$ cat src/rtl/pipe_pkg.sv
// Shared definitions for the elastic pipeline-register chain.
//   MAX_STAGES : largest supported chain depth.
//   cnt_w()    : occupancy counter width for a given depth and skid option.
//                The counter must represent 0 .. stages*(1+skid) inclusive.
package pipe_pkg;

  localparam int MAX_STAGES = 8;

  function automatic int cnt_w(input int stages, input int skid);
    return $clog2(stages * ((skid != 0) ? 2 : 1) + 1);
  endfunction

endpackage

$ cat src/rtl/pipe_stage.sv
// One elastic pipeline stage: a main slot and, when SKID=1, a skid slot.
// Ports:
//   clk, rst            clock; synchronous active-low reset
//   flush               kill everything this stage holds after this edge
//   in_valid/in_data    upstream item, in_ready = this stage accepts it
//   out_valid/out_data  main slot contents, out_ready = downstream takes it
//   fill_nxt            number of valid slots this stage will hold after the edge
module pipe_stage
  import pipe_pkg::*;
#(
  parameter int DATA_W = 64,
  parameter int SKID   = 1
) (
  input  logic              clk,
  input  logic              rst,
  input  logic              flush,
  input  logic              in_valid,
  input  logic [DATA_W-1:0] in_data,
  output logic              in_ready,
  output logic              out_valid,
  output logic [DATA_W-1:0] out_data,
  input  logic              out_ready,
  output logic [1:0]        fill_nxt
);

  typedef struct packed {
    logic              valid;
    logic [DATA_W-1:0] data;
  } slot_t;

  slot_t main_q, main_d;
  logic  push, pop;

  assign out_valid = main_q.valid;
  assign out_data  = main_q.data;
  assign push      = in_valid && in_ready;
  assign pop       = main_q.valid && out_ready;

  if (SKID != 0) begin : g_skid
    slot_t skid_q, skid_d;

    // Ready depends only on the skid register, so out_ready never reaches in_ready
    assign in_ready = !skid_q.valid;

    always_comb begin
      main_d = main_q;
      skid_d = skid_q;
      if (!main_q.valid || pop) begin
        // Main slot frees up: the older skid item has priority over a new push.
        // A push can't coincide with a full skid because in_ready is low then.
        if (skid_q.valid) begin
          main_d       = skid_q;
          skid_d.valid = 1'b0;
        end else if (push) begin
          main_d.valid = 1'b1;
          main_d.data  = in_data;
        end else begin
          main_d.valid = 1'b0;
        end
      end else if (push) begin
        skid_d.valid = 1'b1;
        skid_d.data  = in_data;
      end
      // Flush beats any load; data regs keep their previous value
      if (flush) begin
        main_d.valid = 1'b0;
        main_d.data  = main_q.data;
        skid_d.valid = 1'b0;
        skid_d.data  = skid_q.data;
      end
    end

    always_ff @(posedge clk) begin
      if (!rst) skid_q <= '0;
      else      skid_q <= skid_d;
    end

    assign fill_nxt = {1'b0, main_d.valid} + {1'b0, skid_d.valid};
  end else begin : g_noskid
    assign in_ready = !main_q.valid || out_ready;

    always_comb begin
      main_d = main_q;
      if (push) begin
        main_d.valid = 1'b1;
        main_d.data  = in_data;
      end else if (pop) begin
        main_d.valid = 1'b0;
      end
      if (flush) begin
        main_d.valid = 1'b0;
        main_d.data  = main_q.data;
      end
    end

    assign fill_nxt = {1'b0, main_d.valid};
  end

  always_ff @(posedge clk) begin
    if (!rst) main_q <= '0;
    else      main_q <= main_d;
  end

endmodule

$ cat src/rtl/pipe_stage_chain.sv
// Parametrised elastic pipeline-register chain with per-stage flush and
// optional skid buffering; reports occupancy to the hazard logic.
// Ports:
//   clk, rst            clock; synchronous active-low reset
//   in_valid/in_data    upstream item, in_ready = chain accepts it this cycle
//   out_valid/out_data  last-stage item, out_ready = downstream takes it
//   flush[k]            kill stage k contents (bit 0 = first stage)
//   occupancy           registered count of valid items incl. skid slots
module pipe_stage_chain
  import pipe_pkg::*;
#(
  parameter int DATA_W = 64,
  parameter int STAGES = 3,
  parameter int SKID   = 1
) (
  input  logic                              clk,
  input  logic                              rst,
  input  logic                              in_valid,
  input  logic [DATA_W-1:0]                 in_data,
  output logic                              in_ready,
  output logic                              out_valid,
  output logic [DATA_W-1:0]                 out_data,
  input  logic                              out_ready,
  input  logic [STAGES-1:0]                 flush,
  output logic [cnt_w(STAGES, SKID)-1:0]    occupancy
);

  localparam int CNT_W = cnt_w(STAGES, SKID);

  logic [CNT_W-1:0] occ_nxt;

  for (genvar k = 0; k < STAGES; k++) begin : g_stage
    logic              up_valid;
    logic [DATA_W-1:0] up_data;
    logic              up_ready;
    logic              dn_valid;
    logic [DATA_W-1:0] dn_data;
    logic              dn_ready;
    logic [1:0]        fill;
    logic [CNT_W-1:0]  occ_acc;

    pipe_stage #(
      .DATA_W (DATA_W),
      .SKID   (SKID)
    ) u_stage (
      .clk       (clk),
      .rst       (rst),
      .flush     (flush[k]),
      .in_valid  (up_valid),
      .in_data   (up_data),
      .in_ready  (up_ready),
      .out_valid (dn_valid),
      .out_data  (dn_data),
      .out_ready (dn_ready),
      .fill_nxt  (fill)
    );

    if (k == 0) begin : g_head
      assign up_valid = in_valid;
      assign up_data  = in_data;
      assign occ_acc  = CNT_W'(fill);
    end else begin : g_link
      assign up_valid = g_stage[k-1].dn_valid;
      assign up_data  = g_stage[k-1].dn_data;
      assign occ_acc  = g_stage[k-1].occ_acc + CNT_W'(fill);
    end

    if (k == STAGES - 1) begin : g_tail
      assign dn_ready = out_ready;
    end else begin : g_mid
      assign dn_ready = g_stage[k+1].up_ready;
    end
  end

  assign in_ready  = g_stage[0].up_ready;
  assign out_valid = g_stage[STAGES-1].dn_valid;
  assign out_data  = g_stage[STAGES-1].dn_data;
  assign occ_nxt   = g_stage[STAGES-1].occ_acc;

  // Summing next-state slot valids keeps the count exact under flush,
  // including items discarded on entry, without a separate kill tally.
  always_ff @(posedge clk) begin
    if (!rst) occupancy <= '0;
    else      occupancy <= occ_nxt;
  end

endmodule

$ cat config.mk
export PLATFORM = sky130hd
export DESIGN_NAME = pipe_stage_chain
export DESIGN_NICKNAME = d
export VERILOG_FILES = /design/src/rtl/pipe_pkg.sv /design/src/rtl/pipe_stage.sv /design/src/rtl/pipe_stage_chain.sv
export SDC_FILE = /design/constraint.sdc
export NUM_CORES = 1
export LEC_CHECK = 0
export ABC_AREA = 1
export CAP_MARGIN = 20
export CORE_ASPECT_RATIO = 2
export CORE_MARGIN = 4
export CORE_UTILIZATION = 25
export DETAILED_ROUTE_END_ITERATION = 12
export GPL_TIMING_DRIVEN = 0
export HOLD_SLACK_MARGIN = 0.08
export SLEW_MARGIN = 0
export SYNTH_ARGS = -nofsm -noshare
export SYNTH_HDL_FRONTEND = slang
export SYNTH_HIERARCHICAL = 1
export SYNTH_SLANG_ARGS = --single-unit
$ cat constraint.sdc
create_clock -name clk -period 2.65 [get_ports clk]
set_input_delay 0.3975 -clock clk [delete_from_list [all_inputs] [get_ports clk]]
set_output_delay 0.3975 -clock clk [all_outputs]
set_load 0.1 [all_outputs]
# Yosys cells after proc, flatten, opt, wreduce, memory -nomap -nowiden
# Index checks and enable logic that the tools add are counted.
[totals]
regBits = 393
inputBits = 71
rom_bits = 0
mem_bits_rw = 0
elab_cells = 73
latch_bits = 0
n_memories = 0
[op_classes]
mul = 0
reduce_logical = 22
bitwise = 6
shift = 0
n_addsub = 5
div_mod_pow = 0
eq_ne = 0
order_cmp = 0
mux = 27
[op_table]
columns = ["op", "n"]
rows = [
  ["two-way mux 65 bit", 15],
  ["two-way mux 64 bit", 6],
  ["AND reduction 3 bit", 6],
  ["adder 1 x 1 -> 2 bit", 3],
  ["logical NOT 1 bit", 6],
  ["two-way mux 1 bit", 6],
  ["inverter 1 bit", 6],
  ["nonzero test 2 bit", 3],
  ["logical AND 1 bit", 4],
  ["adder 2 x 2 -> 3 bit", 1],
  ["adder 3 x 2 -> 3 bit", 1],
  ["logical OR 1 bit", 3],
]

# Logic depth before layout (Yosys ltp)
[logic_depth]
ltp_word = 9
ltp_mapped = 13
mapped_depth_nobuf = 12

# Modules after synthesis
# The synthesis kept the hierarchy.
[by_module_without_submodules]
columns = ["mod", "n_inst", "cells_per_inst", "seq_area_each_um2", "area_per_inst_um2"]
rows = [
  ["pipe_stage", 3, 978, 2602.5, 6095.8],
  ["pipe_stage_chain", 1, 18, 60.1, 157.7],
]

# Worst setup path before layout
# No wires, ideal clock.
[synth_path]
path_type = "reg-to-reg"
start = "register g_stage[2].u_stage.main_q (netlist bit g_stage[2].u_stage/out_valid)"
end = "register occupancy[1]"
path_slack_ns = 0.264
t_arrival_ns = 2.278
path_stages_with_launch = 8
required_ns = 2.541
period_less_slack_ns = 2.386
cell_sequence = "dfxtp_1 nand3_1 nand2_1 ha_1 fa_1 ha_1 nand2_1 inv_1"
[synth_rtl]
columns = ["element", "line_no", "rtl"]
rows = [
  ["from (decl)", "pipe_stage.sv:31", "slot_t main_q, main_d;"],
  ["from (signal assigned)", "pipe_stage.sv:101", "else main_q <= main_d;"],
  ["to (signal assigned)", "pipe_stage_chain.sv:84", "else occupancy <= occ_nxt;"],
  ["to (decl)", "pipe_stage_chain.sv:25", "output logic [cnt_w(STAGES, SKID)-1:0] occupancy"],
]

# Worst setup path after layout
[layout_path]
start = "register g_stage[0].u_stage/g_skid.skid_q[64] (netlist bit)"
end = "output port in_ready"
[layout_via]
elab_chain_cells = 1
[layout_rtl]
columns = ["element", "line_no", "rtl"]
rows = [
  ["from (decl)", "pipe_stage.sv:40", "slot_t skid_q, skid_d;"],
  ["from (signal assigned)", "pipe_stage.sv:75", "else skid_q <= skid_d;"],
  ["logical NOT 1 bit", "pipe_stage.sv:43", "assign in_ready = !skid_q.valid;"],
  ["to (decl)", "pipe_stage_chain.sv:20", "output logic in_ready,"],
]
# Every way passes these cells.

==> flow_summary.yaml <==
grt:
  grtUsageTotal_pct: 12.7
  overflow: 0
  grt_pass1_wl_microns: 82200
  grt_max_degree: 17
  antenna_found_initial: 0
  grt_pass1_vias: 15800
routing:
  wl_per_cell_microns: 12.4
  antenna_left: 0
  first_pass_iters: 5
  drc: 0
  dr.first_iter.drc_count: 968
  via_per_inst: 4.05
  drt-total-wl_microns: 50500
  vias: 16500
synthesis:
  synth_adder_area_share_pct: 0.488
  synth_warnings: 6
  ys_ff_latch: 393
  syn_inst: 2952
  post_synth_xor_area_fraction_pct: 0
  netlist_area_sq_um: 18400
  avgSynthCellArea_sq_um: 6.25
  synth_top_family_by_area: "simple AND/OR/NAND/NOR gates"
  yosys-mux-area-fraction_pct: 0
  synth.net_count: 3029
  yosys.area_share.simple_pct: 37.5
  synth_compound_area_share_pct: 5.29
  yosysSeqAreaShare_pct: 42.7
  yosysUniqueCellTypes: 18
clock_tree:
  worstSkewPairLatency_ns: 0.54
  clockBufferDepth: 3
  cts_root_buf: "clkbuf_16"
  cts_made_buffers: 36
  cts_hold_buf: 0
  cts_max_level: 2
  path_clk_slew_ns: 0.06
  cts_tree: "yes"
  cts.sinks: 393
sta:
  drv_slew: 0
  hold_violations: 0
  setup_violations: 0
  period_share_pct: 96.1
  max_freq_mhz: 393
  rsz0062_at_grt: "false"
  worst_slew_pin_slew_ns: 1.17
  fin_crit_ns: 2.55
  timing.slew.headroom_pct: 21.9
  finalClockSkew_ns: 0.0176
placed_design:
  port_buffers: 139
  placed_area_sq_um: 21000
  dpl.cell_count: 4014
  gp_congestion: 0.801
  dp_hpwl_microns: 38700
worst_setup_path:
  reg2regPathDepth: 11
  worstSetupEndpointType: "primary output"
  rrSetupSlack_ns: 0.30
  cp-start-kind: "flip-flop"
  required_ns: 2.25
  crit_type: "reg -> out"
  cp_max_fo: 10
  cp_data_arrival_time_ns: 2.15
  rr_endpoint: "occupancy[2]$_SDFF_PN0_"
  rr_startpoint: "g_stage[0].u_stage/g_skid.skid_q[64]$_SDFF_PN0_"
flow_run:
  maxCapViolCount: 0
die:
  dieArea_sq_um: 78500
  die_w_microns: 200
  io_pins: 140
  rows: 140
  die_y_microns: 392
  coreArea_sq_um: 73000
  start_util_pct: 25.3
power_and_ir_drop:
  peakVddDrop_uv: 306
  power.leakage_nw: 10.3
  powerDensity_nw_per_um2: 573
cells_and_area:
  nets: 3206
  final_common_cell: "nand2_1"
  final_area_sq_um: 22300
  area_growth_pct: 20.7
  layout_common_cells: "783 x nand2_1, 774 x nor2_1, 402 x inv_1, 393 x dfxtp_1, 198 x nand3_1"
  final_cells: 4079
  drive_gt1_share_pct: 6.24
status:
  outcome: "completed"
worst_hold_path:
  min_to: "g_stage[0].u_stage/g_skid.skid_q[55]$_SDFFE_PN0P_"
  hold_class: "reg -> reg"
  min_from: "g_stage[0].u_stage/g_skid.skid_q[55]$_SDFFE_PN0P_"
  holdPathStages: 2
state kept, by name (all words and copies together) (netlist names):
name and flops:
occupancy 3, g_stage.u_stage/out_valid 3, g_stage.u_stage/out_data 192, g_stage.u_stage/g_skid.skid_q 195
power by group:
| part | leakage, nW | switching [mW] | internal [mW] | total (mW) |
|---|---|---|---|---|
| combinational | 6.49 | 0.658 | 0.344 | 1.00 |
| clock | 0.628 | 2.33 | 3.35 | 5.67 |
| sequential | 3.18 | 0.0551 | 6.02 | 6.07 |
cells by family (layout without fill, tap and decap cells):
family	Yosys count	after routing
buffers and inverters	591	794
AOI/OAI and AO/OA	195	195
DFF	393	393
and+or+nand+nor	1767	1767
other	0	1
adders and majority gates	6	6
worst max-delay path, cell delays in order, from the launching register on:
cell	delay, ns
dfxtp_1	0.42
buf_6	0.21
inv_2	0.06
dlygate4sd2_1	0.91
repair_timing:
action / CTS / global route
hold endpoints to repair: 0 / 0
gates resized for setup: 1 / 0
setup buffers: 0 / 0
endpoints found under the setup margin: 1 / 0
how the worst max path moves through the flow:
stage	cells after the start	to	startpoint	slack (ns)
after floorplan	7	occupancy[1]$_SDFF_PN0_	g_stage[2].u_stage/out_valid$_SDFF_PN0_	0.26
after global placement	5	g_stage[2].u_stage/out_data[11]$_SDFFE_PN0P_	rst	-0.13
after detailed placement	5	g_stage[2].u_stage/out_data[20]$_SDFFE_PN0P_	rst	-0.12
after CTS	3	in_ready	g_stage[0].u_stage/g_skid.skid_q[64]$_SDFF_PN0_	0.06
after global routing	3	in_ready	g_stage[0].u_stage/g_skid.skid_q[64]$_SDFF_PN0_	0.04
final	3	in_ready	g_stage[0].u_stage/g_skid.skid_q[64]$_SDFF_PN0_	0.10
synthesized netlist by cell type (all sizes together):
| cell type | count | area (sq um) |
|---|---|---|
| buf | 126 | 845 |
| a21oi | 3 | 15.0 |
| ha | 4 | 50.1 |
| fa | 2 | 40.0 |
| o21ai | 192 | 961 |
| nand3 | 198 | 991 |
| clkbuf | 57 | 214 |
| inv | 408 | 1530 |
| nor2 | 783 | 2980 |
| nand2 | 783 | 2940 |
| nor3 | 3 | 15.0 |
| dfxtp | 393 | 7870 |
through the flow:
stage / util (%) / power (mW) / hold WS, ns / TNS [ns] / setup slack (ns)
floorplan: - / 6.87 / 0.455 / 0 / 0.264
global placement: 28.7 / 7.22 / 0.461 / -1.46 / -0.126
detailed placement: 28.7 / 7.22 / 0.470 / -1.31 / -0.121
CTS: 30.5 / 13.0 / 0.485 / 0 / 0.0571
global route: 30.5 / 13.3 / 0.499 / 0 / 0.0385
finish: 30.5 / 12.7 / 0.480 / 0 / 0.104
metal layers:
layer / wire length, microns / vias up / GRT usage (%)
met5: 0 / - / 0
met4: 2120 / 0 / 5.44
met3: 1580 / 83 / 1.51
met2: 24300 / 304 / 22.6
met1: 22500 / 7025 / 15.3
li1: - / 9090 / -
layout make-up:
| cell class | count | area (sq um) |
|---|---|---|
| clock inverters | 15 | 228 |
| multi-input cells | 1968 | 7990 |
| diodes | 1 | 2.50 |
| well taps | 923 | 1150 |
| repair buffers | 139 | 1390 |
| fillers | 8032 | 50800 |
| plain buffers | 183 | 1060 |
| inverters | 408 | 1530 |
| flip-flops and latches | 393 | 7870 |
| clock buffers | 49 | 1040 |
Note: power is estimated with default switching activity, not from simulation.
